<file path="config.mk">
export PLATFORM = sky130hd
export DESIGN_NAME = adpll_lock_detect_5bit
export DESIGN_NICKNAME = d
export VERILOG_FILES = /design/src/rtl/adpll_pkg.sv /design/src/rtl/edge_sync_det.sv /design/src/rtl/adpll_lock_detect_5bit.sv
export SDC_FILE = /design/constraint.sdc
export NUM_CORES = 1
export LEC_CHECK = 0
export ABC_AREA = 1
export ABC_CLOCK_PERIOD_IN_PS = 3700
export CORE_MARGIN = 2
export CORE_UTILIZATION = 40
export DETAILED_ROUTE_END_ITERATION = 16
export PLACE_DENSITY = 0.69
export SLEW_MARGIN = 20
export SYNTH_ARGS = -nofsm -noshare
export SYNTH_HDL_FRONTEND = slang
export SYNTH_HIERARCHICAL = 1
export SYNTH_SLANG_ARGS = --single-unit
</file>
<file path="constraint.sdc">
create_clock -name clk -period 3.7 [get_ports clk]
set_clock_uncertainty 0.2 [all_clocks]
set_input_delay 0.74 -clock clk [delete_from_list [all_inputs] [get_ports clk]]
set_output_delay 0.74 -clock clk [all_outputs]
set_load 0.01 [all_outputs]
</file>
<file path="src/rtl/adpll_pkg.sv">
// Shared types and constants for the 5-bit ADPLL lock detector.
package adpll_pkg;

   localparam int ERR_W       = 5;
   localparam int CNT_W       = 4;
   localparam int ERR_MAX_DEF = 31;

   typedef enum logic [1:0] {
      M_IDLE     = 2'd0,
      M_WAIT_FB  = 2'd1,
      M_WAIT_REF = 2'd2
   } meas_state_e;

   typedef enum logic [1:0] {
      L_UNLOCKED = 2'd0,
      L_ACQUIRE  = 2'd1,
      L_LOCKED   = 2'd2,
      L_HOLD     = 2'd3
   } lock_state_e;

   // A programmed count of zero behaves as one.
   function automatic logic [CNT_W-1:0] eff_count(input logic [CNT_W-1:0] c);
      logic [CNT_W-1:0] r;
      if (c == 4'd0) begin
         r = 4'd1;
      end else begin
         r = c;
      end
      return r;
   endfunction

endpackage

</file>
<file path="src/rtl/edge_sync_det.sv">
// Multi-flop synchronizer followed by a rising-edge pulse generator.
module edge_sync_det #(
   parameter int SYNC_STAGES = 2
) (
   input  logic clk_i,
   input  logic rst_i,
   input  logic d_i,
   output logic rise_o
);

   logic [SYNC_STAGES-1:0] sync_q;
   logic                   prev_q;

   always_ff @(posedge clk_i or posedge rst_i) begin
      if (rst_i) begin
         sync_q <= '0;
         prev_q <= 1'b0;
      end else begin
         sync_q <= {sync_q[SYNC_STAGES-2:0], d_i};
         prev_q <= sync_q[SYNC_STAGES-1];
      end
   end

   assign rise_o = sync_q[SYNC_STAGES-1] & ~prev_q;

endmodule

</file>
<file path="src/rtl/adpll_lock_detect_5bit.sv">
// ADPLL lock detector: measures ref/fb rising-edge separation and runs a hysteretic lock FSM.
// Define ADPLL_LOCK_SLIP_CNT_EN to enable slip counting and forced unlock on slip.
module adpll_lock_detect_5bit #(
   parameter int SYNC_STAGES = 2,
   parameter int ERR_MAX     = adpll_pkg::ERR_MAX_DEF
) (
   input  logic                        clk,
   input  logic                        reset,
   input  logic                        clk_ref,
   input  logic                        fb_clk,
   input  logic [adpll_pkg::ERR_W-1:0] lock_thresh,
   input  logic [adpll_pkg::CNT_W-1:0] lock_count,
   input  logic [adpll_pkg::CNT_W-1:0] unlock_count,
   output logic [adpll_pkg::ERR_W-1:0] phase_err,
   output logic                        err_sign,
   output logic                        err_valid,
   output logic                        locked,
   output logic [adpll_pkg::CNT_W-1:0] slip_cnt
);
   import adpll_pkg::*;

   localparam logic [ERR_W-1:0] ERR_MAX_C = ERR_W'(ERR_MAX);

   logic ref_rise_s;
   logic fb_rise_s;

   edge_sync_det #(.SYNC_STAGES(SYNC_STAGES)) u_ref_det (
      .clk_i (clk),
      .rst_i (reset),
      .d_i   (clk_ref),
      .rise_o(ref_rise_s)
   );

   edge_sync_det #(.SYNC_STAGES(SYNC_STAGES)) u_fb_det (
      .clk_i (clk),
      .rst_i (reset),
      .d_i   (fb_clk),
      .rise_o(fb_rise_s)
   );

   meas_state_e      meas_q, meas_d;
   logic [ERR_W-1:0] cnt_q, cnt_d;
   logic [ERR_W-1:0] cnt_inc_s;
   logic             lead_fb_s;
   logic             opp_s;
   logic             same_s;
   logic             pub_s;
   logic [ERR_W-1:0] pub_err_s;
   logic             pub_sign_s;

   logic [ERR_W-1:0] phase_err_q;
   logic             err_sign_q;
   logic             err_valid_q;

   // In WAIT_REF the feedback edge came first, so "opposite" is the reference edge.
   assign lead_fb_s = (meas_q == M_WAIT_REF);
   assign opp_s     = lead_fb_s ? ref_rise_s : fb_rise_s;
   assign same_s    = lead_fb_s ? fb_rise_s  : ref_rise_s;
   assign cnt_inc_s = (cnt_q >= ERR_MAX_C) ? ERR_MAX_C : (cnt_q + 5'd1);

   always_ff @(posedge clk or posedge reset) begin
      if (reset) begin
         meas_q <= M_IDLE;
         cnt_q  <= 5'd0;
      end else begin
         meas_q <= meas_d;
         cnt_q  <= cnt_d;
      end
   end

   always_comb begin
      meas_d = meas_q;
      cnt_d  = cnt_q;
      case (meas_q)
         M_IDLE: begin
            if (ref_rise_s && fb_rise_s) begin
               meas_d = M_IDLE;
               cnt_d  = 5'd0;
            end else if (ref_rise_s) begin
               meas_d = M_WAIT_FB;
               cnt_d  = 5'd1;
            end else if (fb_rise_s) begin
               meas_d = M_WAIT_REF;
               cnt_d  = 5'd1;
            end else begin
               meas_d = M_IDLE;
               cnt_d  = 5'd0;
            end
         end
         M_WAIT_FB, M_WAIT_REF: begin
            if (opp_s && same_s) begin
               meas_d = meas_q;
               cnt_d  = 5'd1;
            end else if (opp_s) begin
               meas_d = M_IDLE;
               cnt_d  = 5'd0;
            end else if (same_s) begin
               meas_d = meas_q;
               cnt_d  = 5'd1;
            end else begin
               meas_d = meas_q;
               cnt_d  = cnt_inc_s;
            end
         end
         default: begin
            meas_d = M_IDLE;
            cnt_d  = 5'd0;
         end
      endcase
   end

   always_comb begin
      pub_s      = 1'b0;
      pub_err_s  = 5'd0;
      pub_sign_s = 1'b0;
      case (meas_q)
         M_IDLE: begin
            if (ref_rise_s && fb_rise_s) begin
               pub_s = 1'b1;
            end else begin
               pub_s = 1'b0;
            end
         end
         M_WAIT_FB, M_WAIT_REF: begin
            if (opp_s) begin
               pub_s      = 1'b1;
               pub_err_s  = cnt_q;
               pub_sign_s = lead_fb_s;
            end else if (same_s) begin
               pub_s      = 1'b1;
               pub_err_s  = ERR_MAX_C;
               pub_sign_s = lead_fb_s;
            end else begin
               pub_s = 1'b0;
            end
         end
         default: begin
            pub_s = 1'b0;
         end
      endcase
   end

   always_ff @(posedge clk or posedge reset) begin
      if (reset) begin
         phase_err_q <= 5'd0;
         err_sign_q  <= 1'b0;
         err_valid_q <= 1'b0;
      end else begin
         err_valid_q <= pub_s;
         if (pub_s) begin
            phase_err_q <= pub_err_s;
            err_sign_q  <= pub_sign_s;
         end
      end
   end

   lock_state_e      lock_q, lock_d;
   logic [CNT_W-1:0] run_q, run_d;
   logic [CNT_W-1:0] miss_q, miss_d;
   logic             locked_q, locked_d;
   logic             good_s;
   logic             slip_force_s;
   logic [CNT_W-1:0] lc_eff_s;
   logic [CNT_W-1:0] uc_eff_s;

   assign good_s   = (phase_err_q <= lock_thresh);
   assign lc_eff_s = eff_count(lock_count);
   assign uc_eff_s = eff_count(unlock_count);

`ifdef ADPLL_LOCK_SLIP_CNT_EN
   logic             slip_s;
   logic             slip_q;
   logic [CNT_W-1:0] slip_cnt_q;

   assign slip_s = (meas_q != M_IDLE) && same_s && !opp_s;

   // Slip flag travels alongside err_valid; the counter saturates at 15.
   always_ff @(posedge clk or posedge reset) begin
      if (reset) begin
         slip_q     <= 1'b0;
         slip_cnt_q <= 4'd0;
      end else begin
         slip_q <= slip_s;
         if (slip_s && (slip_cnt_q != 4'd15)) begin
            slip_cnt_q <= slip_cnt_q + 4'd1;
         end
      end
   end

   assign slip_force_s = slip_q && ((lock_q == L_LOCKED) || (lock_q == L_HOLD));
   assign slip_cnt     = slip_cnt_q;
`else
   assign slip_force_s = 1'b0;
   assign slip_cnt     = 4'd0;
`endif

   always_ff @(posedge clk or posedge reset) begin
      if (reset) begin
         lock_q   <= L_UNLOCKED;
         run_q    <= 4'd0;
         miss_q   <= 4'd0;
         locked_q <= 1'b0;
      end else begin
         lock_q   <= lock_d;
         run_q    <= run_d;
         miss_q   <= miss_d;
         locked_q <= locked_d;
      end
   end

   always_comb begin
      lock_d = lock_q;
      run_d  = run_q;
      miss_d = miss_q;
      if (!err_valid_q) begin
         lock_d = lock_q;
      end else if (slip_force_s) begin
         lock_d = L_UNLOCKED;
         run_d  = 4'd0;
         miss_d = 4'd0;
      end else begin
         case (lock_q)
            L_UNLOCKED: begin
               if (good_s) begin
                  lock_d = (lc_eff_s == 4'd1) ? L_LOCKED : L_ACQUIRE;
                  run_d  = 4'd1;
               end else begin
                  run_d  = 4'd0;
               end
            end
            L_ACQUIRE: begin
               if (good_s) begin
                  run_d  = run_q + 4'd1;
                  lock_d = ((run_q + 4'd1) >= lc_eff_s) ? L_LOCKED : L_ACQUIRE;
               end else begin
                  lock_d = L_UNLOCKED;
                  run_d  = 4'd0;
               end
            end
            L_LOCKED: begin
               if (good_s) begin
                  miss_d = 4'd0;
               end else begin
                  lock_d = (uc_eff_s == 4'd1) ? L_UNLOCKED : L_HOLD;
                  miss_d = 4'd1;
                  run_d  = 4'd0;
               end
            end
            L_HOLD: begin
               if (good_s) begin
                  lock_d = L_LOCKED;
                  miss_d = 4'd0;
               end else begin
                  miss_d = miss_q + 4'd1;
                  lock_d = ((miss_q + 4'd1) >= uc_eff_s) ? L_UNLOCKED : L_HOLD;
               end
            end
            default: begin
               lock_d = L_UNLOCKED;
               run_d  = 4'd0;
               miss_d = 4'd0;
            end
         endcase
      end
   end

   always_comb begin
      locked_d = (lock_d == L_LOCKED) || (lock_d == L_HOLD);
   end

   assign phase_err = phase_err_q;
   assign err_sign  = err_sign_q;
   assign err_valid = err_valid_q;
   assign locked    = locked_q;

endmodule
</file>
## After elaboration in Yosys (flattened, before gate mapping)

Cells that the tools add are included.

- Mux-type cells: 45
- Bitwise operators: 4
- Reduce and logical (&&, ||, !) cells: 13
- Add/sub/neg operators: 3
- Order comparisons: 4
- Eq/ne operators: 12

Operators by type and width:

| kind | number |
|---|---|
| $mux 5 | 7 |
| $mux 2 | 14 |
| $mux 4 | 5 |
| $mux 1 | 13 |
| $pmux 4 s3 | 1 |
| $eq 2x2->1 const B | 5 |
| $pmux 5 s2 | 1 |
| $add 4x1->4 const B | 2 |
| $eq 4x1->1 const B | 2 |
| $ge 4x4->1 | 2 |
| $logic_not 4->1 | 2 |
| $pmux 2 s4 | 1 |
| $pmux 4 s2 | 1 |
| $ne 2x2->1 const B | 3 |
| $add 5x1->5 const B | 1 |
| $ge 5x5->1 const B | 1 |
| $le 5x5->1 | 1 |
| $eq 2x1->1 const B | 2 |
| $logic_not 2->1 | 2 |
| $pmux 2 s2 | 1 |
| $reduce_and 2->1 | 2 |
| $reduce_and 3->1 | 1 |
| $reduce_bool 3->1 | 1 |
| $and 1x1->1 | 2 |
| 6 further kinds | 8 |

- Logic and storage cells: 94
- Bits of input ports: 17
- Output and inout bits: 12
- Bits in registers: 31

## Depth between registers and ports, before layout

Gate-level depths: netlist of run 1.

- Depth in word-level cells: 9
- Gate-level depth with buffers: 16
- Depth with buffers taken out: 16

## By module

The synthesis of run 1 kept the hierarchy.

Modules (own cells, without submodules):

| module | times used | area an instance (µm²) | cells each |
|---|---|---|---|
| adpll_lock_detect_5bit | 1 | 1,963.1 | 253 |
| edge_sync_det | 2 | 88.8 | 6 |

## Least setup slack after synthesis of run 1

Ideal clock, no wire load.

- Path type: in2reg
- Start: input port lock_thresh[4] (netlist name)
- End: register lock_q[1]
- Slack: 1.495 ns
- Setup time: 0.118 ns
- Stages on the path: 11
- Data arrival time: 1.887 ns
- Cell sequence: inv_1 -> ha_1 -> a21oi_1 -> nand3_4 -> nand2_4 -> buf_6 -> nand2_2 -> nand3_1 -> nand3_1 -> nand2_1 -> nand2_1

- Cells in the longest elaborated chain, start to end: 4
- Elaborated cells between the ends (all ways): 7
- Classes of those cells: order compare: 1; mux: 6

RTL lines:

| item | line | RTL |
|---|---|---|
| start, declared | adpll_lock_detect_5bit.sv:11 | `input logic [adpll_pkg::ERR_W-1:0] lock_thresh,` |
| $le 5x5->1 * | adpll_lock_detect_5bit.sv:166 | `assign good_s = (phase_err_q <= lock_thresh);` |
| $mux 2 (on tied branches) | - |  |
| $pmux 2 s4 * | adpll_lock_detect_5bit.sv:222 | `case (lock_q)` |
| $mux 2 * | adpll_lock_detect_5bit.sv:215 | `if (!err_valid_q) begin` |
| net lock_d[1] | adpll_lock_detect_5bit.sv:157 | `lock_state_e lock_q, lock_d;` |
| end signal, assigned | adpll_lock_detect_5bit.sv:204 | `lock_q <= lock_d;` |
| end, declared | adpll_lock_detect_5bit.sv:157 |  |

Mark *: on every way through the listed nets, which the timed path passes. The rest lies on a longest branch.
A chain may end at the register's enable or synchronous reset.

## Worst setup path in the final report of run 1

Ends and elaborated chain as after synthesis.

==> summary.txt, run 1 <==
Run status
  • Status: completed

Finish
  • N_diodes: 0
  • Most frequent cells in the layout: inv_1 (53), nand2_1 (49), dfrtp_1 (31)
  • Share of cells above drive strength 1: 0.0644
  • Layout Area Growth over Synthesis: 17.7%
  • Post-route design area: 2520 µm²
  • Filler cells: 504
  • Nets: 340
  • Commonest non-fill, non-tap cell in the layout: inv_1

Yosys
  • Top cells by area, synth: dfrtp_1 (36%), ha_1 (17%), inv_1 (9.5%)
  • Yosys warns: 6
  • Synth area leader: dfrtp_1
  • Sequential cell area fraction in the yosys report: 0.362
  • Yosys top cell area share: 0.362
  • Yosys reg bits: 31
  • Cells after Synth: 265
  • Synth Area per Inst: 8.08 µm²
  • Netlist Area Pre-Place: 2140 µm²
  • Netlist cell types: 28

Clocking
  • Max Root-Sink Buffers: 2
  • CTS tree: yes
  • Clock latency at the later pin of the worst-skew pair: 280 ps
  • Clk sinks: 31
  • CTS clk-pin slew, worst paths: 60 ps
  • Total setup buffers inserted after CTS: 0
  • Hold-fix buffers, CTS: 0
  • TritonCTS Buffers: 5
  • CTS H-tree lvls: 2
  • Clk Tree Root Cell: clkbuf_8
  • CTS resizes: 0

Placement
  • Port Buffers: 24
  • Half-perimeter wire length after detailed placement: 3.10 mm
  • Placed instance area: around 2400 µm²
  • GP Congestion: 0.866
  • Dpl ws: 955 ps

Floorplan
  • DIE HEIGHT: a little under 80 µm
  • Die footprint: 5950 µm²
  • Die width: slightly below 80 µm
  • Io pins: 29
  • Core Box Area: 5140 µm²
  • Initial Util: 0.417
  • # rows: 26

Setup path
  • Critical Path Max Stage Delay: roughly 450 ps
  • Slowest CP cell: clkdlybuf4s50_1
  • WP data arrival: 2430 ps
  • Crit end category: register
  • Most frequent CP cell: nand2_1
  • Worst setup SP type: input port
  • Crit Path Category: input port to register
  • Worst path required time: 3660 ps
  • Crit-path max FO: 14
  • CP Cell Sequence: clkdlybuf4s50_1 > inv_1 > ha_1 > a21oi_1 > nand3_4 > nand2_4 > nand2_1 > nand2_1 > a21oi_1 > nand2_1 > nand2_1

GRT
  • Vias in the first global route: about 1,600
  • GRT Overall Usage: 0.145
  • Largest net degree at the start of global routing: 26
  • Grt ovf: 0
  • Initial antenna violation count: 0
  • First-pass GRT wire length: between 6 and 7 mm

Drt
  • DR WL/cell: 10.7 µm
  • DRT iter0 DRCs: 123
  • Drc violations: 0
  • Antenna viol nets, final: 0
  • Drt total wl: 3.91 mm
  • Via count: 1,686
  • First-pass detailed-route iteration total: 4
  • Vias/cell: about 4.6

Timing
  • Final worst path period share: 0.666
  • Minimum clock period: 2460 ps
  • Setup violations, final: 0
  • Final Hold Vio Count: 0
  • Final WS setup: roughly 1200 ps
  • Setup TNS: 0 ps
  • Unrepaired setup endpoints after global routing: no
  • Slew Limit Fails: 0
  • Least-Margin Pin Slew: just over 900 ps
  • Slew headroom: 0.380
  • Achievable clock frequency: just over 400 MHz

Power and ir drop
  • PwrDens: 520 nW/µm²
  • Pleak: between 0.001 and 0.0015 µW
  • Worst VDD drop: 262 µV

Hold path
  • Hold crit path type: register to register

Flow run
  • Max Cap Violations: 0
[cell usage after synthesis]
master    number
inv_1         54
nand2_1       49
dfrtp_1       31
ha_1          29
o21ai_0       27
nand3_1       23
a21oi_1        8
nor2_1         7
buf_4          4
nand2_2        4
o21bai_1       4
xor2_1         4
nand3_2        2
nor2_2         2
nor2_4         2
o21a_1         2
xnor2_1        2
a31o_2         1
buf_6          1
conb_1         1
nand2_4        1
nand3_4        1
nand3b_1       1
nand4_1        1
nor3_1         1
nor4_1         1
o22ai_1        1
o31ai_1        1
[power by group]
group	total (µW)	internal (µW)	switching, µW
combinational	584	245	339
clock	251	132	119
sequential	476	412	64.3
total	1310	788	523
[routing by layer]
layer  wire [µm]  vias to the layer above  global-route usage
li1            -                      897                   -
met1        1910                      753               0.181
met2        1800                       30               0.241
met3         152                        6              0.0424
met4          47                        0              0.0429
met5           0                        -                   0
[final cells by class]
| cell class | instances | area (µm²) | area share |
|---|---|---|---|
| sequential | 31 | 776 | 0.308 |
| clock inverter | 1 | 5.00 | 0.00199 |
| timing repair buffer | 24 | 240 | 0.0953 |
| clock buffer | 7 | 76.3 | 0.0303 |
| inverter | 54 | 203 | 0.0804 |
| tap | 70 | 87.6 | 0.0348 |
| multi-input combinational | 178 | 1130 | 0.449 |
[path summary, 6_finish.rpt]
path                                         startpoint                           end  slack [ps]  depth (start not counted)
setup / recovery                         lock_thresh[4]           lock_q[1]$_DFF_PP0_        1240                         11
hold / removal             u_fb_det/sync_q[0]$_DFF_PP0_  u_fb_det/sync_q[1]$_DFF_PP0_         150                          0
setup reg to reg                   run_q[0]$_DFFE_PP0P_           lock_q[1]$_DFF_PP0_        1610                         12
hold reg to reg            u_fb_det/sync_q[0]$_DFF_PP0_  u_fb_det/sync_q[1]$_DFF_PP0_         150                          0
max in group asynchronous                         reset            cnt_q[0]$_DFF_PP0_        2150                          2
min in group asynchronous                         reset     u_fb_det/prev_q$_DFF_PP0_         480                          2
[critical path, delay by kind of cell]
family	cells	cell delay, ps
and+or+nand+nor	6	580
buffers and inverters	2	490
adders and majority gates	1	310
AOI/OAI and AO/OA	2	290
[metrics by stage]
| step | instances | total power [µW] | util | hold slack, ps |
|---|---|---|---|---|
| final | 365 | 1310 | 0.490 | 148 |
| after global routing | 365 | 1450 | 0.490 | 166 |
| after CTS | 365 | 1330 | 0.490 | 151 |
| after detailed placement | 357 | 1070 | 0.474 | 137 |
| after global placement | 357 | 1050 | 0.474 | 133 |
| after floorplan | 268 | 907 | - | 131 |
[sequential cells by signal, indices dropped and copies added, names as in the netlist]
register	cells
err_sign	1
run_q	4
u_fb_det/prev_q	1
phase_err	5
miss_q	4
u_ref_det/sync_q	2
lock_q	2
cnt_q	5
u_ref_det/prev_q	1
locked	1
u_fb_det/sync_q	2
err_valid	1
meas_q	2
[cell families (layout without fill, tap and decap cells)]
logic type      count (synthesis)  count (layout)  share of synthesized area
other cells                     1               4                    0.00175
flops                          31              31                      0.362
fa+ha+maj                      29              29                      0.169
xor+xnor                        6               6                     0.0245
simple gates                   95              95                      0.214
compound gates                 44              44                      0.113
buf+inv                        59              86                      0.114
Power figures use the tool's default switching activity.
==> inputs of run 2 (changes only) <==
Settings changed: ABC_CLOCK_PERIOD_IN_PS 3700 to 2500.
Clock period 3.7 ns to 2.5 ns, I/O delays scaled along.
==> run 2 against run 1 <==
  * Global-route usage grew 0.32 points
  * Setup slack lost 950 ps
  * Die area is the same
  * Critical path depth grew 1
  * Non-clock buffer count grew 1
  * Total power grew 48%
  * Largest power group unchanged
  * Sequential power grew 48%
  * Critical endpoint is now run_q[2]$_DFFE_PP0P_
==> summary.txt, run 2 (same netlist as run 1, synthesis figures left out) <==
GRT
  • Grt ovf: 0
  • First-pass GRT wire length: 7.09 mm
  • Largest net degree at the start of global routing: 26
  • Initial antenna violation count: 0
  • Vias in the first global route: 1,641
  • GRT Overall Usage: 0.148

Setup path
  • Reg-to-reg startpoint: run_q[0]$_DFFE_PP0P_
  • Critical Path Max Stage Delay: 450 ps
  • Slowest CP cell: clkdlybuf4s50_1
  • R2r setup slk: approximately 400 ps
  • Crit path buf inv count: 2
  • Worst setup SP type: input port
  • Crit Path Category: input port to register
  • Crit end category: register
  • CP Launch Point: lock_thresh[4]
  • CP Cell Sequence: clkdlybuf4s50_1 > inv_1 > ha_1 > nand2_2 > nor2_4 > nand2_2 > nand3_4 > nand2_4 > nand2_1 > nand3_2 > nand2_1 > o21ai_0
  • WP data arrival: approximately 2200 ps
  • Crit-path max FO: 14
  • Worst path required time: 2450 ps
  • Top Family by Delay on Critical Path: simple AND/OR/NAND/NOR gates

Finish
  • Most frequent cells in the layout: inv_1 (54), nand2_1 (49), dfrtp_1 (31)
  • N_diodes: 0
  • Share of cells above drive strength 1: 0.0676
  • Nets: between 300 and 400
  • Layout Area Growth over Synthesis: 18.1%
  • Fin cells: between 300 and 400
  • Commonest non-fill, non-tap cell in the layout: inv_1

Placement
  • Dpl ws: 1.30 ps
  • Half-perimeter wire length after detailed placement: 3.15 mm
  • GP Congestion: 0.902
  • Placed instance count: 358
  • Port Buffers: 24

Timing
  • Slew Limit Fails: 0
  • Final Hold Vio Count: 0
  • Setup violations, final: 0
  • Setup TNS: 0 ps
  • Unrepaired setup endpoints after global routing: no
  • Least-Margin Pin Slew: 609 ps
  • Fin Hold WS: 149 ps
  • Achievable clock frequency: 452 MHz
  • Minimum clock period: 2210 ps
  • Slew headroom: 0.590
  • Final worst path period share: 0.884
  • Final WS setup: just under 300 ps

Clocking
  • Clk Tree Root Cell: clkbuf_8
  • CTS H-tree lvls: 2
  • Hold-fix buffers, CTS: 0
  • Total setup buffers inserted after CTS: 0
  • TritonCTS Buffers: 5
  • Max Root-Sink Buffers: 2
  • CTS clk-pin slew, worst paths: 60 ps
  • CTS resizes: 0
  • CTS tree: yes
  • Clock latency at the later pin of the worst-skew pair: 280 ps
  • Clk sinks: 31

Power and ir drop
  • PwrDens: 767 nW/µm²
  • Worst VDD drop: 320 µV
  • Pleak: 0.00135 µW
  • Total power: slightly below 2000 µW

Hold path
  • Beginning of the worst hold path: u_fb_det/sync_q[0]$_DFF_PP0_
  • Hold crit path type: register to register

Drt
  • Via count: between 1,500 and 2,000
  • DR WL/cell: 11.1 µm
  • Drc violations: 0
  • Antenna viol nets, final: 0
  • Vias/cell: 4.69
  • Drt total wl: 4.06 mm
  • First-pass detailed-route iteration total: 4
  • DRT iter0 DRCs: 123

Floorplan
  • # rows: 26
  • Die footprint: 5950 µm²
  • Initial Util: 0.417
  • Io pins: 29
  • Core Box Area: 5140 µm²
  • Die width: ~77 µm
  • DIE HEIGHT: 77.2 µm

Run status
  • Status: completed

Flow run
  • Max Cap Violations: 0
run 2: layout make-up:
class / instances / area [µm²]
clock inverter: 1 / 5.00
tap: 70 / 87.6
clock buffer: 7 / 76.3
multi-input combinational: 178 / 1130
sequential: 31 / 776
timing repair buffer: 25 / 248
inverter: 54 / 203
fill: 532 / 2610
run 2: metrics by stage:
step                      utilization  cell area [µm²]
after floorplan                     -             2150
after global placement          0.476             2450
after detailed placement        0.476             2450
after CTS                       0.492             2530
after global routing            0.492             2530
final                           0.492             2530
run 2: final timing paths:
| check | cells after the start | to |
|---|---|---|
| max | 12 | run_q[2]$_DFFE_PP0P_ |
| min | 0 | u_fb_det/sync_q[1]$_DFF_PP0_ |
| max reg2reg | 12 | lock_q[1]$_DFF_PP0_ |
| min reg2reg | 0 | u_fb_det/sync_q[1]$_DFF_PP0_ |
| max in group asynchronous | 3 | run_q[2]$_DFFE_PP0P_ |
| min in group asynchronous | 2 | u_ref_det/prev_q$_DFF_PP0_ |
run 2: where the power goes:
part	total, µW	switching, µW	internal (µW)
Clock	370	175	195
Sequential	705	96.0	609
Combinational	863	500	363
Total	1940	771	1170
run 2: per-layer routing:
metal	vias up	GRT usage	part of all wire	wire, µm
li1	898	-	-	-
met1	776	0.185	0.47	1900
met2	37	0.246	0.47	1890
met3	7	0.0388	0.049	199
met4	0	0.0518	0.015	61
met5	-	0	0	0
